[src/rtl/display_scan_ctrl.sv]
// Scan controller for a common-anode multi-digit 7-segment display.
// Ports:
//   clk, rst_n    - clock, synchronous active-low reset
//   data_i        - value to show, nibble k -> digit k (digit 0 = LSD)
//   upd_req_i     - level request to load data_i into the shadow register
//   upd_ack_o     - one-cycle pulse, data_i captured this cycle
//   en_i          - scan enable, 0 turns the display off
//   lz_blank_i    - blank leading zeros
//   bcd_o         - nibble for the shared hex decoder
//   an_o          - active-low anode enables, at most one low
//   blank_o       - force all segments off
//   frame_o       - one-cycle pulse at each frame boundary
module display_scan_ctrl #(
   parameter int N_DIGITS    = 4,
   parameter int REFRESH_DIV = 50000
) (
   input  logic                  clk,
   input  logic                  rst_n,
   input  logic [4*N_DIGITS-1:0] data_i,
   input  logic                  upd_req_i,
   output logic                  upd_ack_o,
   input  logic                  en_i,
   input  logic                  lz_blank_i,
   output logic [3:0]            bcd_o,
   output logic [N_DIGITS-1:0]   an_o,
   output logic                  blank_o,
   output logic                  frame_o
);

   localparam int DIV_W = $clog2(REFRESH_DIV);
   localparam int IDX_W = $clog2(N_DIGITS);
   localparam logic [DIV_W-1:0] DIV_LAST = DIV_W'(REFRESH_DIV - 2);
   localparam logic [IDX_W-1:0] IDX_LAST = IDX_W'(N_DIGITS - 1);

   typedef enum logic [1:0] {S_OFF, S_GAP, S_SHOW} state_t;

   state_t                r_state;
   state_t                w_state_nxt;
   logic [DIV_W-1:0]      r_div;
   logic [DIV_W-1:0]      w_div_nxt;
   logic [IDX_W-1:0]      r_idx;
   logic [IDX_W-1:0]      w_idx_nxt;
   logic [4*N_DIGITS-1:0] r_shadow;
   logic [4*N_DIGITS-1:0] w_shadow_nxt;
   logic                  r_pending;
   logic                  w_pending_nxt;
   logic                  r_ack;
   logic                  r_frame;
   logic                  r_blank;
   logic [3:0]            r_bcd;
   logic [N_DIGITS-1:0]   r_an;
   logic                  w_boundary;
   logic                  w_capture;
   logic                  w_zero_acc;
   logic                  w_lz_hide;
   logic                  w_lit;
   logic [3:0]            w_nib;

   // Scan sequencing: GAP (1 cycle) then SHOW (REFRESH_DIV-1 cycles)
   always_comb begin
      w_state_nxt = r_state;
      w_div_nxt   = r_div;
      w_idx_nxt   = r_idx;
      w_boundary  = 1'b0;
      if (!en_i) begin
         w_state_nxt = S_OFF;
         w_div_nxt   = '0;
         w_idx_nxt   = '0;
      end else begin
         unique case (r_state)
            S_OFF: begin
               w_state_nxt = S_GAP;
               w_div_nxt   = '0;
               w_idx_nxt   = '0;
            end
            S_GAP: begin
               w_state_nxt = S_SHOW;
               w_div_nxt   = '0;
            end
            S_SHOW: begin
               if (r_div == DIV_LAST) begin
                  w_state_nxt = S_GAP;
                  w_div_nxt   = '0;
                  if (r_idx == IDX_LAST) begin
                     w_idx_nxt  = '0;
                     w_boundary = 1'b1;
                  end else begin
                     w_idx_nxt = r_idx + 1'b1;
                  end
               end else begin
                  w_div_nxt = r_div + 1'b1;
               end
            end
            default: begin
               w_state_nxt = S_OFF;
               w_div_nxt   = '0;
               w_idx_nxt   = '0;
            end
         endcase
      end
   end

   // Shadow update, and per-digit output selection for the next cycle.
   // A request seen during the ack cycle is the one just served.
   always_comb begin
      w_capture     = r_pending & (w_boundary | (r_state == S_OFF));
      w_shadow_nxt  = w_capture ? data_i : r_shadow;
      w_pending_nxt = w_capture ? 1'b0
                                : (r_pending | (upd_req_i & ~r_ack));
      w_nib         = w_shadow_nxt[4*int'(w_idx_nxt) +: 4];
      // Walk down from the MSD; a digit hides while all above are zero
      w_zero_acc    = 1'b1;
      w_lz_hide     = 1'b0;
      for (int k = N_DIGITS - 1; k > 0; k--) begin
         w_zero_acc = w_zero_acc & (w_shadow_nxt[4*k +: 4] == 4'd0);
         if (int'(w_idx_nxt) == k) w_lz_hide = w_zero_acc;
      end
      w_lz_hide = w_lz_hide & lz_blank_i;
      w_lit     = (w_state_nxt == S_SHOW) & ~w_lz_hide;
   end

   always_ff @(posedge clk) begin
      if (!rst_n) begin
         r_state   <= S_OFF;
         r_div     <= '0;
         r_idx     <= '0;
         r_shadow  <= '0;
         r_pending <= 1'b0;
         r_ack     <= 1'b0;
         r_frame   <= 1'b0;
         r_blank   <= 1'b1;
         r_bcd     <= 4'd0;
         r_an      <= '1;
      end else begin
         r_state   <= w_state_nxt;
         r_div     <= w_div_nxt;
         r_idx     <= w_idx_nxt;
         r_shadow  <= w_shadow_nxt;
         r_pending <= w_pending_nxt;
         r_ack     <= w_capture;
         r_frame   <= w_boundary;
         r_blank   <= ~w_lit;
         r_bcd     <= w_nib;
         r_an      <= w_lit ? ~(N_DIGITS'(1) << w_idx_nxt) : '1;
      end
   end

   assign upd_ack_o = r_ack;
   assign frame_o   = r_frame;
   assign blank_o   = r_blank;
   assign bcd_o     = r_bcd;
   assign an_o      = r_an;

endmodule

[config.mk]
export PLATFORM = sky130hd
export DESIGN_NAME = display_scan_ctrl
export DESIGN_NICKNAME = d
export VERILOG_FILES = /design/src/rtl/display_scan_ctrl.sv
export SDC_FILE = /design/constraint.sdc
export NUM_CORES = 1
export LEC_CHECK = 0
export CAP_MARGIN = 5
export CORE_MARGIN = 5
export CORE_UTILIZATION = 35
export CTS_CLUSTER_DIAMETER = 150
export CTS_CLUSTER_SIZE = 20
export DETAILED_ROUTE_END_ITERATION = 10
export GPL_ROUTABILITY_DRIVEN = 0
export PLACE_DENSITY_LB_ADDON = 0.1
export SLEW_MARGIN = 15
export SYNTH_ARGS = -nofsm -noshare
export SYNTH_HDL_FRONTEND = slang
export SYNTH_SLANG_ARGS = --single-unit
[constraint.sdc]
create_clock -name clk -period 5.95 [get_ports clk]
set_clock_uncertainty 0.15 [all_clocks]
set_input_delay 0.595 -clock clk [delete_from_list [all_inputs] [get_ports clk]]
set_output_delay 0.595 -clock clk [all_outputs]
set_load 0.05 [all_outputs]
# After elaboration in Yosys (flattened, before gate mapping)
# Cells that the tools add are included.
[word_totals]
word_cells = 59
inputBits = 21
reg_bits = 48
out_inout_bits = 11
[op_classes]
n_mux = 15
n_bitwise = 15
n_eq_ne = 8
n_shift = 2
reduce_logical = 7
add_sub_neg = 2
[ops]
columns = ["operator", "count"]
rows = [
  ["16-bit by 1-bit adder with 16-bit output, second input constant", 1],
  ["16-bit equality test, second input constant", 1],
  ["16-bit 2-to-1 mux", 1],
  ["16-bit by 5-bit indexed part select with 4-bit output", 1],
  ["4-bit logical NOT", 3],
  ["2-bit equality test, second input constant", 5],
  ["2-bit 2-to-1 mux", 5],
  ["1-bit 2-to-1 mux", 7],
  ["1-bit bitwise AND", 6],
  ["1-bit inverter", 6],
  ["2-bit case mux with 3 select lines", 1],
  ["2-bit by 1-bit equality test with 1-bit output, second input constant", 2],
  ["4-bit inverter", 1],
  ["2-bit case mux with 2 select lines", 1],
  ["4-bit OR reduction", 1],
  ["1-bit by 2-bit left shift with 4-bit output, first input constant", 1],
  ["2-bit by 1-bit adder with 2-bit output, second input constant", 1],
  ["2-bit logical NOT", 1],
  ["1-bit bitwise OR", 2],
  ["2-bit AND reduction", 1],
  ["2-bit OR reduction", 1],
]

# Logic depth before layout (Yosys ltp)
# Gate-level depths: netlist (run 1).
[logic_depth]
word_depth = 16
depth_mapped = 11
mapped_depth_nobuf = 8

# Worst setup path after synthesis (run 1)
# OpenSTA, ideal clock, no wires.
[synth_timing]
kind = "register -> register"
startpoint = "register r_div[4]"
endpoint = "register r_bcd[3] (netlist: bcd_o[3])"
path_stages_with_launch = 9
slack_ns = 3.005
n_path_buf = 2
arrival_time_ns = 2.661
setup_time_ns = 0.134
t_required_ns = 5.666
synth_period_minus_slack_ns = 2.945
path_cell_list = "dfxtp_1 -> or4_1 -> clkbuf_2 -> or4_4 -> o21ai_2 -> buf_6 -> mux2i_1 -> nor3_1 -> or4b_1"
[synth_via]
elab_chain_cells = 8
word_cells_on_any_way = 11
classes_between = "eq/ne (1); shift (1); mux (7); bitwise (2)"
[synth_lines]
columns = ["element", "line_no", "rtl"]
rows = [
  ["start: declaration", "39", "logic [DIV_W-1:0] r_div;"],
  ["start signal: assignment", "136", "r_div <= w_div_nxt;"],
  ["16-bit equality test *", "81", "if (r_div == DIV_LAST) begin"],
  ["1-bit 2-to-1 mux", "81", ""],
  ["1-bit 2-to-1 mux", "70", "unique case (r_state)"],
  ["1-bit 2-to-1 mux", "65", "if (!en_i) begin"],
  ["1-bit bitwise OR", "106", "w_capture = r_pending & (w_boundary | (r_state == S_OFF));"],
  ["1-bit bitwise AND", "106", ""],
  ["16-bit 2-to-1 mux", "107", "w_shadow_nxt = w_capture ? data_i : r_shadow;"],
  ["16-bit by 5-bit indexed part select with 4-bit output *", "110", "w_nib = w_shadow_nxt[4*int'(w_idx_nxt) +: 4];"],
  ["end signal: assignment", "143", "r_bcd <= w_nib;"],
  ["end: declaration", "50", "logic [3:0] r_bcd;"],
]
# Every way passes the cells marked *; elsewhere a longest branch is shown, timed or not.
# A chain may end at the register's enable or synchronous reset.

# Final worst setup path (run 1)
[layout_timing]
startpoint = "register r_div[10]"
endpoint = "register r_bcd[3] (netlist: bcd_o[3])"
# The elaborated chain is that of the path after synthesis.

==> metrics.log, run 1 <==
[metrics] status: finished, final reports clean
[metrics] leading register cell type out of synthesis: dfxtp_1
[metrics] Fin. Hold Viols: 0
[metrics] wire length of the first global-routing pass: 8.65 mm
[metrics] number of buffers inserted by hold repair at cts: 0
[metrics] most frequent cell after synthesis: dfxtp_1
[metrics] cell leakage power: 0.935 nW
[metrics] post-synth top area cell: dfxtp_1
[metrics] clock edge transition at the registers on the reported setup and hold paths: 0.10 ns
[metrics] maximum number of pins on one net before global-route repair: 24
[metrics] summed negative setup slack over all endpoints: 0 ns
[metrics] ranking of synthesized cells by instance count: dfxtp_1 (48), nor2_1 (33), mux2i_1 (18), nand2_1 (18), nand3_1 (17)
[metrics] detailed-route wire length per cell: 14.8 microns
[metrics] Critical Path Fanout Max: 21
[metrics] worst slew margin relative to its limit: 0.477
[metrics] warnings from Yosys: 0
[metrics] required time reported for the critical path endpoint: 5.98 ns
[metrics] Syn Inst Count: 241
[metrics] area enclosed by the die boundary: 8060 sq um
[metrics] Worst VDD drop: 0.000125 V
[metrics] footprint of the flip-flops and latches: 961 sq um
[metrics] Final #Nets: 298
[metrics] DRC violations left: 0
[metrics] number of setup buffers added after CTS: 0
[metrics] vias: 1,811
[metrics] # resized after CTS: 0
[metrics] pin slew with the least headroom to its limit: 0.773 ns
[metrics] Unique masters post-synth: 44
[metrics] Area growth syn-to-layout: 21.6%
[metrics] clock tree from TritonCTS: done
[metrics] unrepaired setup endpoints after global routing: no
[metrics] Worst Setup Start Kind: flop
[metrics] class of the tightest hold or removal check: flop to flop
[metrics] Die Wd: 89.8 microns
[metrics] share of post-route cells with drive strength above 1: 0.0664
[metrics] worst skew pair latency: 0.30 ns
[metrics] Die Span Y: 89.8 microns
[metrics] effective utilization at floorplan: 0.355
[metrics] crit-path max cell delay: 0.64 ns
[metrics] top area cells in the synthesized netlist: dfxtp_1 (43%), mux2i_1 (8.1%), nor2_1 (5.6%)
[metrics] core box area: 6280 sq um
[metrics] EDFF count, synth: 0
[metrics] aggregate global-route resource usage: 0.129
[metrics] count of buffering cells on the critical path with inverters included: 1
[metrics] HPWL after DPL: 3.88 mm
[metrics] number of iterations in the first detailed-routing pass: 4
[metrics] Max clock buf depth: 2
[metrics] slowest CP cell: or4_1
[metrics] series of cell instances along the critical path: or4_1 > or4_4 > o21ai_2 > buf_4 > mux2i_1 > nor3b_1 > or4b_1
[metrics] shortest clock period the worst path allows after layout: 3.24 ns
[metrics] Fill cells: 634
[metrics] per-instance average area after synthesis: 9.25 sq um
[metrics] row count: 29
[metrics] share of the synthesized area in the top cell type: 0.431
[metrics] mapped cell area: 2230 sq um
[metrics] antenna violations before repair: 0
[metrics] total chip power: 0.666 mW
[metrics] proportion of synthesized flip-flops having asynchronous set or reset: 0
[metrics] sequential-to-total area share from yosys stat: 0.431
[metrics] number of global-route vias before repair: 1,736
[metrics] power per standard cell area: 246 nW/um^2
[metrics] Iteration-0 DRC Markers: 69
[metrics] register bit count reported by yosys: 48
[metrics] category of the most critical setup path: flop to flop
[metrics] Clock Root Buffer: clkbuf_8
[metrics] CTS sink count: 48
[metrics] final WL: 5.14 mm
[metrics] antenna diode instance count: 0
[metrics] category of the worst setup path capture point: flop
[metrics] TritonCTS Buffers: 5
[metrics] remaining global-route overflow: 0
[metrics] remaining antenna violation count: 0
[metrics] post-synthesis net count: 269
[metrics] Max Transition Viols Final: 0
[metrics] FMAX: 309 MHz
[metrics] number of ports placed on the die boundary: 32
[metrics] H-tree depth: 2
[metrics] crit path DAT: 3.27 ns
[metrics] fin crit share: 0.544
[metrics] MaxCap Viol Count: 0
[metrics] per-cell via count in the routed design: 5.20
[metrics] total of buffers placed on input and output ports: 31
[metrics] total of endpoints with negative setup slack in the final report: 0
[metrics] critical path's top delay family: simple AND/OR/NAND/NOR gates
[metrics] multi-input gate area in the final layout: 1180 sq um
==> worst register-to-register path, stage by stage (launching register included) <==
cell     delay (ns)
dfxtp_1        0.36
or4_1          0.64
or4_4          0.58
o21ai_2        0.15
buf_4          0.34
mux2i_1        0.30
nor3b_1        0.08
or4b_1         0.53
==> power breakdown <==
part	switching, mW	internal [mW]	total (mW)
combinational	0.0426	0.0355	0.0781
sequential	0.00520	0.331	0.336
clock	0.114	0.138	0.251
total	0.161	0.504	0.666
==> cell families after synthesis <==
logic type / count (synthesis) / synth area share
AND/OR/NAND/NOR: 109 / 0.252
adder cells (fa/ha/maj): 7 / 0.0393
XOR/XNOR: 12 / 0.0472
multiplexers: 19 / 0.0859
buffers and inverters: 18 / 0.0376
AO/OA/AOI/OAI: 28 / 0.107
flip-flops: 48 / 0.431
==> layout by cell type, fill, tap and decap left out, types with 2 or more instances in the layout <==
cell,n
a21oi_1,4
a221o_1,3
and2_1,3
and3_1,3
clkbuf_8,6
clkdlybuf4s50_1,31
dfxtp_1,48
ha_1,7
inv_1,8
mux2i_1,18
nand2_1,18
nand3_1,17
nand4_1,4
nor2_1,33
nor3_1,5
nor3b_1,5
nor4_1,7
o211ai_1,2
o21ai_0,3
o22ai_1,3
o41ai_1,4
or3_1,2
or4_1,2
or4_4,2
or4b_1,2
xnor2_1,4
xor2_1,8
==> final timing paths <==
path,from,endpoint,slack (ns),cells after the start
setup / recovery,r_div[10]$_SDFF_PP0_,bcd_o[3]$_SDFF_PN0_,2.71,7
hold / removal,r_div[0]$_SDFF_PP0_,r_div[0]$_SDFF_PP0_,0.32,1
setup reg to reg,r_div[10]$_SDFF_PP0_,bcd_o[3]$_SDFF_PN0_,2.71,7
hold reg to reg,r_div[0]$_SDFF_PP0_,r_div[0]$_SDFF_PP0_,0.32,1
==> per-stage QoR <==
| stage | instances | hold WS, ns | cell area (sq um) | setup slack, ns | util |
|---|---|---|---|---|---|
| final | 348 | 0.324 | 2710 | 2.71 | 0.432 |
| after global placement | 340 | 0.296 | 2590 | 2.79 | 0.412 |
| after floorplan | 241 | 0.280 | 2230 | 3.00 | - |
| after CTS | 348 | 0.339 | 2710 | 2.72 | 0.432 |
| after global routing | 348 | 0.370 | 2710 | 2.55 | 0.432 |
| after detailed placement | 340 | 0.316 | 2590 | 2.75 | 0.412 |
==> final cells by class <==
| type | count | area share |
|---|---|---|
| Multi-Input combinational cell | 175 | 0.437 |
| Sequential cell | 48 | 0.355 |
| Timing Repair Buffer | 32 | 0.117 |
| Tap cell | 77 | 0.0355 |
| Clock buffer | 6 | 0.0305 |
| Clock inverter | 2 | 0.0143 |
| Inverter | 8 | 0.0111 |
==> registers in the layout (all words and copies together), names as in the netlist <==
| name | count |
|---|---|
| r_div | 16 |
| r_shadow | 16 |
| an_o | 4 |
| bcd_o | 4 |
| r_idx | 2 |
| r_state | 2 |
| blank_o | 1 |
| frame_o | 1 |
| r_pending | 1 |
| upd_ack_o | 1 |
==> layer usage <==
metal  track usage  vias up  wire length, microns
li1              -      926                     -
met1         0.197      850                  2730
met2         0.173       27                  2120
met3        0.0334        8                   224
met4        0.0390        0                    66
met5             0        -                     0
No activity file was read; power rests on OpenSTA's default activity.
==> inputs of run 2 (changes only) <==
clock period = 2.81 ns   (was 5.95 ns; I/O delays follow)
==> metrics.log, run 2 (same netlist as run 1, synthesis figures left out) <==
[metrics] terminus of the critical flop-to-flop path: bcd_o[3]$_SDFF_PN0_
[metrics] Fin. Hold Viols: 0 (unchanged)
[metrics] shortest clock period the worst path allows after layout: 2.91 ns (-0.328 ns)
[metrics] violated checks: setup timing
[metrics] fin crit share: 1.04 (+0.491)
[metrics] depth of the worst register-to-register path: 6 (-1)
[metrics] effective utilization at floorplan: 0.355 (unchanged)
[metrics] clock edge transition at the registers on the reported setup and hold paths: 0.09 ns (about the same)
[metrics] slack of the worst reg-to-reg path: -0.1 ns (-2.81 ns)
[metrics] class of the tightest hold or removal check: flop to flop
[metrics] total chip power: 1.35 mW (+100%)
[metrics] Die Span Y: 89.8 microns (unchanged)
[metrics] Clock Root Buffer: clkbuf_8
[metrics] number of ports placed on the die boundary: 32 (unchanged)
[metrics] FMAX: 344 MHz (+11%)
[metrics] Fill cells: 609 (-3.9%)
[metrics] Final #Nets: 331 (+11%)
[metrics] Worst VDD drop: 0.000216 V (+72%)
[metrics] total of buffers placed on input and output ports: 31 (unchanged)
[metrics] worst-case setup margin in the final layout: -0.100 ns (-2.81 ns)
[metrics] HPWL after DPL: 4.10 mm (+5.9%)
[metrics] area enclosed by the die boundary: 8060 sq um (unchanged)
[metrics] series of cell instances along the critical path: or4b_4 > or4_4 > o31a_1 > and4_4 > nor3b_1 > or4b_1
[metrics] pin slew with the least headroom to its limit: 0.505 ns (-0.268 ns)
[metrics] Regs by FF count: r_div x16, r_shadow x16
[metrics] worst skew pair latency: 0.30 ns (about the same)
[metrics] share of post-route cells with drive strength above 1: 0.220 (+0.154)
[metrics] Area growth syn-to-layout: 36.7%
[metrics] remaining antenna violation count: 0 (unchanged)
[metrics] antenna violations before repair: 0 (unchanged)
[metrics] Iteration-0 DRC Markers: 103 (+49%)
[metrics] antenna diode instance count: 0 (unchanged)
[metrics] total of endpoints with negative setup slack in the final report: 1 (+1)
[metrics] aggregate global-route resource usage: 0.133 (+0.00428)
[metrics] summed negative setup slack over all endpoints: -0.100 ns (-0.100 ns)
[metrics] maximum number of pins on one net before global-route repair: 17 (-29%)
[metrics] # placed instances: 370 (+8.8%)
[metrics] utilization after layout: 0.485 (+0.0536)
[metrics] Worst Setup Start Kind: flop
[metrics] critical path's top delay family: simple AND/OR/NAND/NOR gates
[metrics] count of buffering cells on the critical path with inverters included: 0 (-1)
[metrics] commonest non-fill, non-tap cells in the layout: dfxtp_1 (46), nor2_1 (33), buf_4 (32)
[metrics] slowest CP cell: or4b_4
[metrics] remaining global-route overflow: 0 (unchanged)
[metrics] total number of cells along the worst setup path: 6 (-1)
[metrics] clock tree from TritonCTS: done
[metrics] cell leakage power: 1.10 nW (+18%)
[metrics] timing startpoint of the critical path: r_div[11]$_SDFF_PP0_
[metrics] H-tree depth: 2 (unchanged)
[metrics] core box area: 6280 sq um (unchanged)
[metrics] footprint of the flip-flops and latches: 963 sq um (+0.26%)
[metrics] Die Wd: 89.8 microns (unchanged)
[metrics] count of non-filler cells in the finished layout: 381 (+9.5%)
[metrics] Max clock buf depth: 2 (unchanged)
[metrics] vias: 1,933 (+6.7%)
[metrics] final WL: 5.55 mm (+7.9%)
[metrics] unrepaired setup endpoints after global routing: yes
[metrics] number of buffers inserted by hold repair at cts: 0 (unchanged)
[metrics] status: finished with violations
[metrics] row count: 29 (unchanged)
[metrics] crit-path max cell delay: 0.54 ns (-0.10 ns)
[metrics] Fin Hold WS: 0.362 ns (+0.0379 ns)
[metrics] power per standard cell area: 444 nW/um^2 (+81%)
[metrics] DRC violations left: 0 (unchanged)
[metrics] most common cell after layout, fill and taps aside: dfxtp_1
[metrics] number of global-route vias before repair: 1,831 (+5.5%)
[metrics] category of the most critical setup path: flop to flop
[metrics] detailed-route wire length per cell: 14.6 microns (-1.4%)
[metrics] Critical Path Fanout Max: 3 (-86%)
[metrics] source of the worst register-to-register timing path: r_div[11]$_SDFF_PP0_
[metrics] Worst setup endpoint: bcd_o[3]$_SDFF_PN0_
[metrics] TritonCTS Buffers: 5 (unchanged)
[metrics] worst slew margin relative to its limit: 0.662 (+0.186)
[metrics] crit path DAT: 2.94 ns (-0.33 ns)
[metrics] Max Transition Viols Final: 0 (unchanged)
[metrics] wire length of the first global-routing pass: 8.87 mm (+2.5%)
[metrics] MaxCap Viol Count: 0 (unchanged)
[metrics] number of iterations in the first detailed-routing pass: 4 (unchanged)
[metrics] multi-input gate area in the final layout: 1280 sq um (+8.6%)
[metrics] category of the worst setup path capture point: flop
[metrics] per-cell via count in the routed design: 5.07 (-2.5%)
[metrics] required time reported for the critical path endpoint: 2.84 ns (-3.14 ns)
[metrics] CTS sink count: 48 (unchanged)
run 2: cell count changes in the layout (fill, tap and decap cells not counted), moves of 3 or more:
cell	delta
nor3b_1	-3
buf_4	+31
mux2i_2	+5
nor3b_2	+3
mux2i_1	-7
run 2: cell type report:
type                       instances  area share
clock buffer                       8      0.0296
inverter                           8     0.00986
multi-input combinational        175       0.422
sequential                        48       0.316
tap                               77      0.0316
timing repair buffer              65       0.191
run 2: power by group:
part / total, mW / internal (mW) / switching, mW
combinational: 0.206 / 0.104 / 0.102
sequential: 0.714 / 0.701 / 0.0123
clock: 0.432 / 0.201 / 0.230
total: 1.35 / 1.01 / 0.345
run 2: per-stage QoR:
| stage | cell area (sq um) | worst slack, ns |
|---|---|---|
| 3_3_place_gp | 2840 | -0.0988 |
| 2_1_floorplan | 2240 | -0.0461 |
| 3_5_place_dp | 2840 | -0.110 |
| 5_1_grt | 3050 | -0.145 |
| 6_report | 3050 | -0.100 |
| 4_1_cts | 2950 | -0.0651 |
run 2: repair_timing:
item                                    in CTS  in global routing
endpoints found under the setup margin       4                  8
gates resized for setup                      3                 17
pin swaps                                    2                  2
buffers inserted                             1                  2
run 2: per-layer routing:
layer,vias to the layer above,GRT usage,share of wire
li1,985,-,-
met1,913,0.193,0.53
met2,29,0.192,0.43
met3,6,0.0326,0.029
met4,0,0.0416,0.012
met5,-,0,0
run 2: worst register-to-register path, delay by kind of cell, from the launching register on:
family | cells | cell delay (ns)
AO/OA/AOI/OAI | 1 | 0.38
flip-flops | 1 | 0.32
AND/OR/NAND/NOR | 5 | 1.93
run 2: worst min-delay path by stage:
stage	startpoint	end	slack [ns]	cells after the start
2_1_floorplan	rst_n	upd_ack_o$_SDFF_PN0_	0.25	1
3_3_place_gp	r_shadow[3]$_SDFF_PN0_	r_shadow[3]$_SDFF_PN0_	0.31	2
3_5_place_dp	r_shadow[3]$_SDFF_PN0_	r_shadow[3]$_SDFF_PN0_	0.33	2
4_1_cts	r_shadow[3]$_SDFF_PN0_	r_shadow[3]$_SDFF_PN0_	0.36	2
5_1_grt	r_shadow[3]$_SDFF_PN0_	r_shadow[3]$_SDFF_PN0_	0.41	2
6_report	r_shadow[3]$_SDFF_PN0_	r_shadow[3]$_SDFF_PN0_	0.36	2
